==> src/rtl/prefetch_queue_if.sv <==
`default_nettype none
// ============================================================================
// prefetch_queue_if : fetch-memory and decoder handshake bundle
// Rev 1.0
// ============================================================================
interface prefetch_queue_if #(
  parameter int WORD_SIZE = 16,
  parameter int ADDR_SIZE = 16,
  parameter int DEPTH     = 4
);
  localparam int c_cnt_w = $clog2(DEPTH + 1);

  logic                 flush;
  logic [ADDR_SIZE-1:0] flush_addr;
  logic                 fetch_req;
  logic [ADDR_SIZE-1:0] fetch_addr;
  logic                 mem_ready;
  logic                 mem_valid;
  logic [WORD_SIZE-1:0] mem_data;
  logic                 dec_valid;
  logic                 dec_ready;
  logic [WORD_SIZE-1:0] dec_data;
  logic [ADDR_SIZE-1:0] dec_pc;
  logic                 pre_valid;
  logic [WORD_SIZE-1:0] pre_data;
  logic [c_cnt_w-1:0]   count;

  modport master (
    input  flush, flush_addr, mem_ready, mem_valid, mem_data, dec_ready,
    output fetch_req, fetch_addr, dec_valid, dec_data, dec_pc,
           pre_valid, pre_data, count
  );

  modport slave (
    output flush, flush_addr, mem_ready, mem_valid, mem_data, dec_ready,
    input  fetch_req, fetch_addr, dec_valid, dec_data, dec_pc,
           pre_valid, pre_data, count
  );
endinterface
`default_nettype wire

==> src/rtl/prefetch_queue.sv <==
`default_nettype none
// ============================================================================
// prefetch_queue : sequential instruction prefetcher with DEPTH-entry FIFO
// Rev 1.0
// ============================================================================
module prefetch_queue #(
  parameter int                   WORD_SIZE  = 16,
  parameter int                   ADDR_SIZE  = 16,
  parameter int                   DEPTH      = 4,
  parameter logic [ADDR_SIZE-1:0] RESET_ADDR = '0
) (
  input  logic             clk,
  input  logic             reset,
  prefetch_queue_if.master bus
);
  localparam int c_ptr_w = $clog2(DEPTH);
  localparam int c_cnt_w = $clog2(DEPTH + 1);
  localparam logic [c_cnt_w-1:0] c_depth = c_cnt_w'(DEPTH);
  localparam logic [c_cnt_w-1:0] c_two   = c_cnt_w'(2);

  typedef enum logic [1:0] {
    S_IDLE = 2'd0,
    S_WAIT = 2'd1,
    S_DROP = 2'd2
  } state_t;

  state_t               r_state;
  logic                 r_fetch_en;
  logic [ADDR_SIZE-1:0] r_pc;
  logic [ADDR_SIZE-1:0] r_req_addr;
  logic [c_cnt_w-1:0]   r_count;
  logic [c_ptr_w-1:0]   r_rd_ptr;
  logic [c_ptr_w-1:0]   r_wr_ptr;
  logic [WORD_SIZE-1:0] r_data_mem [DEPTH];
  logic [ADDR_SIZE-1:0] r_pc_mem   [DEPTH];

  logic                 w_push;
  logic                 w_pop;
  logic                 w_issue;
  logic                 w_dec_valid;
  logic                 w_pre_valid;
  logic [c_ptr_w-1:0]   w_pre_ptr;
  logic [c_cnt_w-1:0]   w_count_nxt;

  // Flush overrides both FIFO ports so a discarded word or pop never lands.
  assign w_push      = (r_state == S_WAIT) & bus.mem_valid & ~bus.flush;
  assign w_pop       = w_dec_valid & bus.dec_ready & ~bus.flush;
  assign w_issue     = bus.fetch_req & bus.mem_ready;
  assign w_dec_valid = (r_count != '0);
  assign w_pre_valid = (r_count >= c_two);
  assign w_pre_ptr   = r_rd_ptr + c_ptr_w'(1);
  assign w_count_nxt = r_count + c_cnt_w'(w_push) - c_cnt_w'(w_pop);

  // r_fetch_en is precomputed for the next cycle: IDLE with a free slot.
  always_ff @(posedge clk or negedge reset) begin
    if (!reset) begin
      r_state    <= S_IDLE;
      r_fetch_en <= 1'b0;
      r_pc       <= RESET_ADDR;
      r_req_addr <= '0;
      r_count    <= '0;
      r_rd_ptr   <= '0;
      r_wr_ptr   <= '0;
    end else if (bus.flush) begin
      r_count  <= '0;
      r_rd_ptr <= '0;
      r_wr_ptr <= '0;
      r_pc     <= bus.flush_addr;
      if ((r_state == S_IDLE) || bus.mem_valid) begin
        r_state    <= S_IDLE;
        r_fetch_en <= 1'b1;
      end else begin
        r_state    <= S_DROP;
        r_fetch_en <= 1'b0;
      end
    end else begin
      r_count <= w_count_nxt;
      if (w_push) r_wr_ptr <= r_wr_ptr + c_ptr_w'(1);
      if (w_pop)  r_rd_ptr <= r_rd_ptr + c_ptr_w'(1);
      case (r_state)
        S_IDLE: begin
          if (w_issue) begin
            r_state    <= S_WAIT;
            r_req_addr <= r_pc;
            r_pc       <= r_pc + ADDR_SIZE'(1);
            r_fetch_en <= 1'b0;
          end else begin
            r_fetch_en <= (w_count_nxt < c_depth);
          end
        end
        S_WAIT, S_DROP: begin
          if (bus.mem_valid) begin
            r_state    <= S_IDLE;
            r_fetch_en <= (w_count_nxt < c_depth);
          end else begin
            r_fetch_en <= 1'b0;
          end
        end
        default: begin
          r_state    <= S_IDLE;
          r_fetch_en <= 1'b0;
        end
      endcase
    end
  end

  always_ff @(posedge clk) begin
    if (w_push) begin
      r_data_mem[r_wr_ptr] <= bus.mem_data;
      r_pc_mem[r_wr_ptr]   <= r_req_addr;
    end
  end

  assign bus.fetch_req  = r_fetch_en & ~bus.flush;
  assign bus.fetch_addr = r_pc;
  assign bus.count      = r_count;
  assign bus.dec_valid  = w_dec_valid;
  assign bus.pre_valid  = w_pre_valid;
  // Gating by occupancy keeps the data outputs at zero while reset or empty.
  assign bus.dec_data   = w_dec_valid ? r_data_mem[r_rd_ptr] : '0;
  assign bus.dec_pc     = w_dec_valid ? r_pc_mem[r_rd_ptr]   : '0;
  assign bus.pre_data   = w_pre_valid ? r_data_mem[w_pre_ptr] : '0;
endmodule
`default_nettype wire
==> src/flat_wrapper.sv <==
// flat-port wrapper written by rule: the top's interface ports become plain ports
module prefetch_queue_flat 
#(
  parameter int                   WORD_SIZE  = 16,
  parameter int                   ADDR_SIZE  = 16,
  parameter int                   DEPTH      = 4,
  parameter logic [ADDR_SIZE-1:0] RESET_ADDR = '0
)
  (clk, reset, bus_flush, bus_flush_addr, bus_mem_ready, bus_mem_valid, bus_mem_data, bus_dec_ready, bus_fetch_req, bus_fetch_addr, bus_dec_valid, bus_dec_data, bus_dec_pc, bus_pre_valid, bus_pre_data, bus_count);
  prefetch_queue_if #(.WORD_SIZE(WORD_SIZE), .ADDR_SIZE(ADDR_SIZE), .DEPTH(DEPTH)) bus_i ();
  input  logic clk;
  input  logic reset;
  input wire logic [$bits(bus_i.flush)-1:0] bus_flush;
  input wire logic [$bits(bus_i.flush_addr)-1:0] bus_flush_addr;
  input wire logic [$bits(bus_i.mem_ready)-1:0] bus_mem_ready;
  input wire logic [$bits(bus_i.mem_valid)-1:0] bus_mem_valid;
  input wire logic [$bits(bus_i.mem_data)-1:0] bus_mem_data;
  input wire logic [$bits(bus_i.dec_ready)-1:0] bus_dec_ready;
  output wire logic [$bits(bus_i.fetch_req)-1:0] bus_fetch_req;
  output wire logic [$bits(bus_i.fetch_addr)-1:0] bus_fetch_addr;
  output wire logic [$bits(bus_i.dec_valid)-1:0] bus_dec_valid;
  output wire logic [$bits(bus_i.dec_data)-1:0] bus_dec_data;
  output wire logic [$bits(bus_i.dec_pc)-1:0] bus_dec_pc;
  output wire logic [$bits(bus_i.pre_valid)-1:0] bus_pre_valid;
  output wire logic [$bits(bus_i.pre_data)-1:0] bus_pre_data;
  output wire logic [$bits(bus_i.count)-1:0] bus_count;
  assign bus_i.flush = bus_flush;
  assign bus_i.flush_addr = bus_flush_addr;
  assign bus_i.mem_ready = bus_mem_ready;
  assign bus_i.mem_valid = bus_mem_valid;
  assign bus_i.mem_data = bus_mem_data;
  assign bus_i.dec_ready = bus_dec_ready;
  assign bus_fetch_req = bus_i.fetch_req;
  assign bus_fetch_addr = bus_i.fetch_addr;
  assign bus_dec_valid = bus_i.dec_valid;
  assign bus_dec_data = bus_i.dec_data;
  assign bus_dec_pc = bus_i.dec_pc;
  assign bus_pre_valid = bus_i.pre_valid;
  assign bus_pre_data = bus_i.pre_data;
  assign bus_count = bus_i.count;
  prefetch_queue #(.WORD_SIZE(WORD_SIZE), .ADDR_SIZE(ADDR_SIZE), .DEPTH(DEPTH), .RESET_ADDR(RESET_ADDR)) u_core (.clk(clk), .reset(reset), .bus(bus_i));
endmodule
==> config.mk <==
export PLATFORM = sky130hd
export DESIGN_NAME = prefetch_queue_flat
export DESIGN_NICKNAME = d
export VERILOG_FILES = /design/src/rtl/prefetch_queue_if.sv /design/src/rtl/prefetch_queue.sv /design/src/flat_wrapper.sv
export SDC_FILE = /design/constraint.sdc
export NUM_CORES = 1
export LEC_CHECK = 0
export CAP_MARGIN = 10
export CORE_ASPECT_RATIO = 0.5
export CORE_MARGIN = 5
export CORE_UTILIZATION = 45
export DETAILED_ROUTE_END_ITERATION = 12
export PLACE_DENSITY = 0.75
export SLEW_MARGIN = 20
export SYNTH_ARGS = -nofsm -noshare
export SYNTH_HDL_FRONTEND = slang
export SYNTH_SLANG_ARGS = --single-unit
==> constraint.sdc <==
create_clock -name clk -period 4.45 [get_ports clk]
set_clock_uncertainty 0.05 [all_clocks]
set_input_delay 0.6675 -clock clk [delete_from_list [all_inputs] [get_ports clk]]
set_output_delay 0.6675 -clock clk [all_outputs]
set_load 0.01 [all_outputs]
* After elaboration in Yosys (flattened, before gate mapping)
Memory sizes are Yosys's and may differ from the RTL's.
Cells that the tools add are included.
** Storage, ports and cells
- Word-level logic and storage cells :: 61
- Output and inout bits :: 70
- RAM bits :: 128
- Bits in registers :: 42
- Memories :: 2
** Memory list
- u_core.r_data_mem :: depth 4, width 16, rd ports 2, clocked after Yosys merged registers in 0, wr ports 1, line prefetch_queue.sv:34 : logic [WORD_SIZE-1:0] r_data_mem [DEPTH];
- u_core.r_pc_mem :: depth 4, width 16, rd ports 1, clocked after Yosys merged registers in 0, wr ports 1, line prefetch_queue.sv:35 : logic [ADDR_SIZE-1:0] r_pc_mem [DEPTH];
** Cells by class
- Mux-type cells :: 23
- Add/sub/neg operators :: 5
- Eq/ne operators :: 4
- $lt $le $gt $ge :: 2
- Reductions and logical operators :: 11
- Bitwise operators :: 7
** Operators with widths (count)
- $mux 16 :: 6
- $add 16x1->16 const B :: 1
- $mux 2 :: 8
- $reduce_bool 2->1 :: 4
- $and 1x1->1 :: 6
- $mux 1 :: 6
- $add 2x1->2 const B :: 2
- $pmux 2 s2 :: 1
- $reduce_and 2->1 :: 2
- $add 3x1->3 :: 1
- $ge 3x2->1 const B :: 1
- $lt 3x3->1 const B :: 1
- $mux 3 :: 1
- $ne 3x2->1 const B :: 1
- $ne 3x3->1 const B :: 1
- $reduce_and 3->1 :: 1
- $reduce_bool 3->1 :: 1
- $sub 3x1->3 :: 1
- $eq 2x1->1 const B :: 1
- $eq 2x2->1 const B :: 1
- $logic_not 2->1 :: 1
- $pmux 1 s2 :: 1
- $reduce_or 2->1 :: 1
- $logic_or 1x1->1 :: 1
- $not 1->1 :: 1

* Logic depth before layout (Yosys ltp)
Gate-level depths: netlist of the first run.
- Depth after elaboration :: 9
- Depth in mapped cells :: 12

* Worst setup path after synthesis of the first run
Ideal clock, no wire load.
- Path type :: in2reg
- Start point :: input port bus_flush
- End point :: register u_core.r_fetch_en
- Arrival :: 2.426 ns
- Buffers on the path :: 2
- Stages :: 11
- Slack :: 1.891 ns
- Cell sequence :: buf_2 > clkbuf_1 > nor2_1 > ha_1 > inv_1 > ha_1 > inv_1 > fa_1 > xnor2_1 > nand2b_1 > o21ai_0
** On the way
- Longest elaborated chain between the ends :: 8
** RTL lines
- from (decl) :: line flat_wrapper.sv:13 : input wire logic [$bits(bus_i.flush)-1:0] bus_flush;
- $not 1->1 (no source line)
- $and 1x1->1 :: line prefetch_queue.sv:46 : assign w_push = (r_state == S_WAIT) & bus.mem_valid & ~bus.flush;
- $add 3x1->3 :: line prefetch_queue.sv:52 : assign w_count_nxt = r_count + c_cnt_w'(w_push) - c_cnt_w'(w_pop);
- $sub 3x1->3 :: line prefetch_queue.sv:52
- $lt 3x3->1 :: line prefetch_queue.sv:88, prefetch_queue.sv:94
- $mux 1 (on tied branches) :: line prefetch_queue.sv:92, prefetch_queue.sv:82
- $pmux 1 s2 :: line prefetch_queue.sv:80 : case (r_state)
- $mux 1 * :: line prefetch_queue.sv:64 : end else if (bus.flush) begin
- to (signal assigned) :: line prefetch_queue.sv:88 : r_fetch_en <= (w_count_nxt < c_depth);
- to (signal assigned) :: line prefetch_queue.sv:94 : r_fetch_en <= (w_count_nxt < c_depth);
- to (decl) :: line prefetch_queue.sv:28 : logic r_fetch_en;
Mark *: on every way between the ends. The rest lies on a longest branch, timed or not.
A chain may end at the register's enable or synchronous reset.

* Worst setup path in the final report of the first run
- Start point :: register u_core.r_rd_ptr[0]
- End point :: output port bus_dec_pc[1]
** On the way
- Longest elaborated chain between the ends :: 2
** RTL lines
- from (decl) :: line prefetch_queue.sv:32 : logic [c_ptr_w-1:0] r_rd_ptr;
- from (signal assigned) :: line prefetch_queue.sv:79 : if (w_pop) r_rd_ptr <= r_rd_ptr + c_ptr_w'(1);
- $mem_v2 4x16
- $mux 16 :: line prefetch_queue.sv:121 : assign bus.dec_pc = w_dec_valid ? r_pc_mem[r_rd_ptr] : '0;
- to (decl) :: line flat_wrapper.sv:23 : output wire logic [$bits(bus_i.dec_pc)-1:0] bus_dec_pc;
Every way passes these cells.

==> impl_metrics.toml, run 1 <==
[yosys]
ys_warn_count = 0
ys.flop_type = "edfxtp_1"
synth-seq-cells = 170
synth_xor_area_share_pct = 0.579
synth_most_common_cell = "edfxtp_1"
synth-adder-area-share_pct = 2.08
syn_inst = 487
synth_edf_count = 128
synth_top_family_by_area = "multiplexers"
ys_seq_area_share_pct = 64.7
synth_cell_type_count = 52
synth_area_leaders = "edfxtp_1 (51%), mux4_2 (14%), dfrtp_1 (14%)"
syn-cell-area_um2 = 7570
synth_area_per_cell_um2 = 15.5
synth_top_area_share_pct = 50.8
yosys-top-cells-count = "edfxtp_1 (128), nand2_1 (65), mux4_2 (48)"
synth_compound_area_share_pct = 3.52
synth_top_area_cell = "edfxtp_1"
syn_nets = 537
muxShareOfSynthArea_pct = 14.4
yosys.area_share.simple_pct = 12.5
ys_async_sr_fraction_pct = 24.7

[global_route]
grt_use_total_pct = 15.9
antenna_found_initial = 0
grt_pass1_wl_um = 24600
grt_overflow_total = 0
grt_max_degree = 51
first_global_vias = 4561

[drt]
via_count = 4446
wl_per_cell_um = 18.4
ant_nets = 0
drc = 0
via_per_inst = 5.36
dr.pass1.iters = 4
drt-initial-drc-count = 304
postRouteWirelength_um = 15300

[die]
core_area_um2 = 16400
rows = 33
die_w_um = 193
initial_core_util_pct = 46.1
die_h_um = 102
io_pins = 108
dieArea_um2 = 19700

[clock_network]
clockBufferDepth = 2
ctsResizeCount = 0
htreeDepth = 4
numCtsBuffers = 17
cts_sinks = 170
cts_tree = "built"
root_buffer = "clkbuf_16"
clk_pin_slew_worst_paths_ps = 70
cts_setup_buffers = 0
ctsHoldBuffers = 0
clock_latency_ps = 410

[sta]
final_hold_viol_count = 0
worst_pin_slew_ps = 963
slew-limit-headroom_pct = 35.8
setup_viol = 0
layout_worst_path_cycle_share_pct = 78.5
max_freq_ghz = 0.286
setup_slack_ps = 959
slew_viol_final = 0
min_period_ps = 3490
hold_ws_ps = 353
fin_tns_setup_ps = 0
rsz0062_at_grt = "no"

[power_and_ir_drop]
leakagePower_nw = 3.27
ir_drop_mv = 0.324
p_per_area_nw_per_um2 = 565

[setup_path]
end_kind = "output port"
start_kind = "flip-flop"
worstSetupPathType = "reg -> out"
crit_fanout = 50
required_ps = 3730
critPathArrivalTime_ps = 2770

[job]
cap_violations = 0

[cells_and_area]
drive_above_1_share_pct = 16.3
syn_to_final_growth_pct = 24.5
diodes = 0
num-nets-final = 639
utilization_pct = 57.3
final-instance-count-excl-fill = 829

[placement]
dpl.cell_count = 797
port_buffers = 107
post-place-ws_ps = 1250
gp_congestion = 0.788
hpwl_um = 9670

[worst_hold_path]
hold_path.class = "in -> async"

[outcome]
status = "completed"
-- layout by cell type (no fill, tap or decap), types with 8 or more instances in the layout --
master,Yosys,final
nand3_1,8,8
dfrtp_1,42,40
mux4_2,48,48
and2_1,38,34
nor2_1,12,12
o21ai_0,10,10
clkbuf_16,0,17
ha_1,11,11
nor2b_1,22,22
clkdlybuf4s50_1,0,106
inv_1,11,11
nand2_1,65,65
edfxtp_1,128,128
-- through the flow --
stage	instance area [um^2]	power, mW
after CTS	9420	5.38
final	9420	5.33
after detailed placement	8820	3.90
after global placement	8820	3.87
after global routing	9420	5.61
after floorplan	7570	3.09
-- power breakdown --
group	switching [mW]	leakage (nW)	internal (mW)
logic	0.671	1.29	0.921
registers	0.303	1.68	1.94
clock network	0.608	0.289	0.883
total	1.58	3.27	3.74
-- final timing paths --
path | start | end | slack, ps | cells past startpoint
worst max register to register | u_core.bus.count[1]$_DFF_PN0_ | u_core.r_fetch_en$_DFF_PN0_ | 1540 | 11
worst min register to register | u_core.r_req_addr[3]$_DFFE_PN0P_ | u_core.r_pc_mem[1][3]$_DFFE_PP_ | 480 | 0
worst max-delay path | u_core.r_rd_ptr[0]$_DFFE_PN0P_ | bus_dec_pc[1] | 960 | 3
min in group clk | u_core.r_req_addr[3]$_DFFE_PN0P_ | u_core.r_pc_mem[1][3]$_DFFE_PP_ | 480 | 0
max in group asynchronous | reset | u_core.r_rd_ptr[0]$_DFFE_PN0P_ | 3310 | 1
worst min-delay path | reset | u_core.bus.fetch_addr[14]$_DFFE_PN0P_ | 350 | 1
-- routing by layer --
metal | GRT usage [%] | vias to the layer above | part of all wire [%]
met5 | 0 | - | 0
met1 | 21.9 | 2261 | 47
met2 | 25.9 | 130 | 48
met3 | 4.32 | 7 | 5.1
met4 | 3.48 | 0 | 0.56
li1 | - | 2048 | -
-- area by class of cell --
| cell class | instances | area [um^2] |
|---|---|---|
| Clock buffer | 17 | 425 |
| Inverter | 11 | 41.3 |
| Clock inverter | 15 | 171 |
| Timing Repair Buffer | 110 | 1090 |
| Fill cell | 1311 | 7010 |
| Multi-Input combinational cell | 279 | 2510 |
| Tap cell | 227 | 284 |
| Sequential cell | 170 | 4900 |
-- registers in the layout (all words and copies together) (netlist names) --
register and count:
u_core.r_pc_mem 64, u_core.r_fetch_en 1, u_core.r_req_addr 16, u_core.r_data_mem 64
u_core.r_state 2, u_core.bus.fetch_addr 16, u_core.r_rd_ptr 2, u_core.bus.count 3
u_core.r_wr_ptr 2
-- worst max-delay path, stage by stage, from the launching register on --
cell	delay [ps]
dfrtp_4	1050
mux4_2	610
and2_1	180
clkdlybuf4s50_1	480
-- logic make-up (layout without fill, tap and decap cells) --
family,after synthesis,after routing
adders and majority gates,12,12
and+or+nand+nor,175,175
xor gates and xnor gates,5,5
muxes,49,49
buffers and inverters,38,153
DFF,170,170
AOI/OAI and AO/OA,38,38
(Power assumes the default switching activity.)
==> inputs of run 2 (changes only) <==
- PLACE_DENSITY: 0.75 -> 0.78
- clock period: 4.45 -> 2.8 ns (I/O delays scaled with it)
==> run 2 against run 1 <==
Hold slack gained 1.9 ps. Wire length grew 9.6%. Sequential cell count is the same. Sequential power grew 53%. Sequential share of layout area shrank 2.0 points. Worst setup slack lost 890 ps. Critical path depth grew 1. Highest routed layer unchanged. Combinational power grew 82%. Largest cell class unchanged.
==> impl_metrics.toml, run 2 (synthesized netlist as in run 1, its figures left out) <==
[power_and_ir_drop]
power.share.clock_pct = 26.5
ir_drop_mv = 0.466
pwr-share-comb_pct = 33.7
leakagePower_nw = 4.01
power_mw = 8.59
switching_share_pct = 29.7
power_frac_seq_pct = 39.8
power_switching_mw = 2.55
p_per_area_nw_per_um2 = 876
internal_power_mw = 6.04

[setup_path]
r2r_end = "u_core.r_fetch_en$_DFF_PN0_"
critPathArrivalTime_ps = 2260
worstSetupPathType = "reg -> out"
end_kind = "output port"
reg2regPathDepth = 11
reg2reg_setup_slack_ps = 410
required_ps = 2330
crit_fanout = 9
start_kind = "flip-flop"
timing.rr.start = "u_core.bus.count[1]$_DFF_PN0_"

[placement]
post-place-ws_ps = 270
hpwl_um = 10700
port_buffers = 107
gp_congestion = 0.841
dpl.cell_count = 813

[drt]
drt-met1-wl_um = 7400
ant_nets = 0
via_per_inst = 5.38
drt-initial-drc-count = 257
dr.pass1.iters = 4
postRouteWirelength_um = 16700
wl_met2_um = 8440
wl_per_cell_um = 19.7
drc = 0
routed-wl-met3_um = 793
highest-signal-layer = "met4"
via_count = 4578

[cells_and_area]
syn_to_final_growth_pct = 29.5
diodes = 0
layout_common_cells = "edfxtp_1 (128), clkdlybuf4s50_1 (68), nand2_1 (65)"
final-instance-count-excl-fill = 851
final_common_cell = "edfxtp_1"
utilization_pct = 59.6
reg.largest.list = "u_core.r_data_mem: 64 flops, u_core.r_pc_mem: 64 flops"
num-nets-final = 664
drive_above_1_share_pct = 18.8

[global_route]
grt_overflow_total = 0
antenna_found_initial = 0
grt_pass1_wl_um = 25900
grt_use_total_pct = 17.1
grt_max_degree = 49
first_global_vias = 4723

[clock_network]
clk_pin_slew_worst_paths_ps = 60
cts_sinks = 170
htreeDepth = 4
root_buffer = "clkbuf_16"
cts_tree = "built"
clock_latency_ps = 410
numCtsBuffers = 17
clockBufferDepth = 2

[sta]
worst_pin_slew_ps = 428
min_period_ps = 2730
setup_slack_ps = 68.4
layout_worst_path_cycle_share_pct = 97.6
fin_tns_setup_ps = 0
slew_viol_final = 0
setup_viol = 0
final_hold_viol_count = 0
max_freq_ghz = 0.366
slew-limit-headroom_pct = 71.5

[die]
die_w_um = 193
io_pins = 108
dieArea_um2 = 19700
rows = 33
initial_core_util_pct = 46.1
core_area_um2 = 16400
die_h_um = 102

[worst_hold_path]
hold_path.class = "in -> async"

[outcome]
status = "completed"

[job]
cap_violations = 0
run 2: worst max-delay path, stage by stage, from the launching register on:
cell             delay [ps]
dfrtp_4                 520
clkbuf_16               210
mux4_2                  490
and2_1                  160
clkdlybuf4s50_1         470
run 2: power groups by stage:
stage / Combinational (mW) / Clock [mW] / Sequential (mW)
3_3_place_gp: 2.86 / 0 / 3.42
2_1_floorplan: 1.58 / 0 / 3.33
5_1_grt: 3.18 / 2.43 / 3.46
3_5_place_dp: 2.90 / 0 / 3.44
4_1_cts: 2.96 / 2.30 / 3.41
6_report: 2.90 / 2.27 / 3.42
run 2: layout make-up:
class	instances	area [um^2]
inverter	11	41.3
tap	227	284
fill	1289	6630
clock buffer	19	433
sequential	170	4900
multi-input combinational	279	2510
timing repair buffer	135	1500
clock inverter	10	129
run 2: repair_timing:
action                                 in CTS  in global routing
pin swaps                                   0                  0
gates resized for setup                     6                 34
setup buffers                               0                  6
endpoints found under the hold margin       9                  0
cloned                                      1                  1
hold buffers                                1                  0
setup endpoints to repair                  18                 41
run 2: layer usage:
layer,vias to the layer above,GRT usage [%]
met5,-,0
met4,0,4.19
met3,8,3.72
met2,131,29.4
met1,2341,22.7
li1,2098,-
run 2: metrics by stage:
stage	instance area [um^2]	hold WS, ps
2_1_floorplan	7570	74.4
6_report	9800	355
3_5_place_dp	9040	251
5_1_grt	9800	384
3_3_place_gp	9040	242
4_1_cts	9650	344
run 2: worst max-delay path by stage:
stage	startpoint	slack, ps	cells past startpoint	endpoint
after floorplan	u_core.bus.count[1]$_DFF_PN0_	370	12	u_core.r_fetch_en$_DFF_PN0_
after global placement	bus_flush	330	10	u_core.r_fetch_en$_DFF_PN0_
after detailed placement	bus_dec_ready	270	11	u_core.r_fetch_en$_DFF_PN0_
after CTS	u_core.r_rd_ptr[0]$_DFFE_PN0P_	3	4	bus_dec_data[0]
after global routing	u_core.r_rd_ptr[0]$_DFFE_PN0P_	-5	4	bus_pre_data[2]
final	u_core.r_rd_ptr[0]$_DFFE_PN0P_	70	4	bus_dec_data[8]
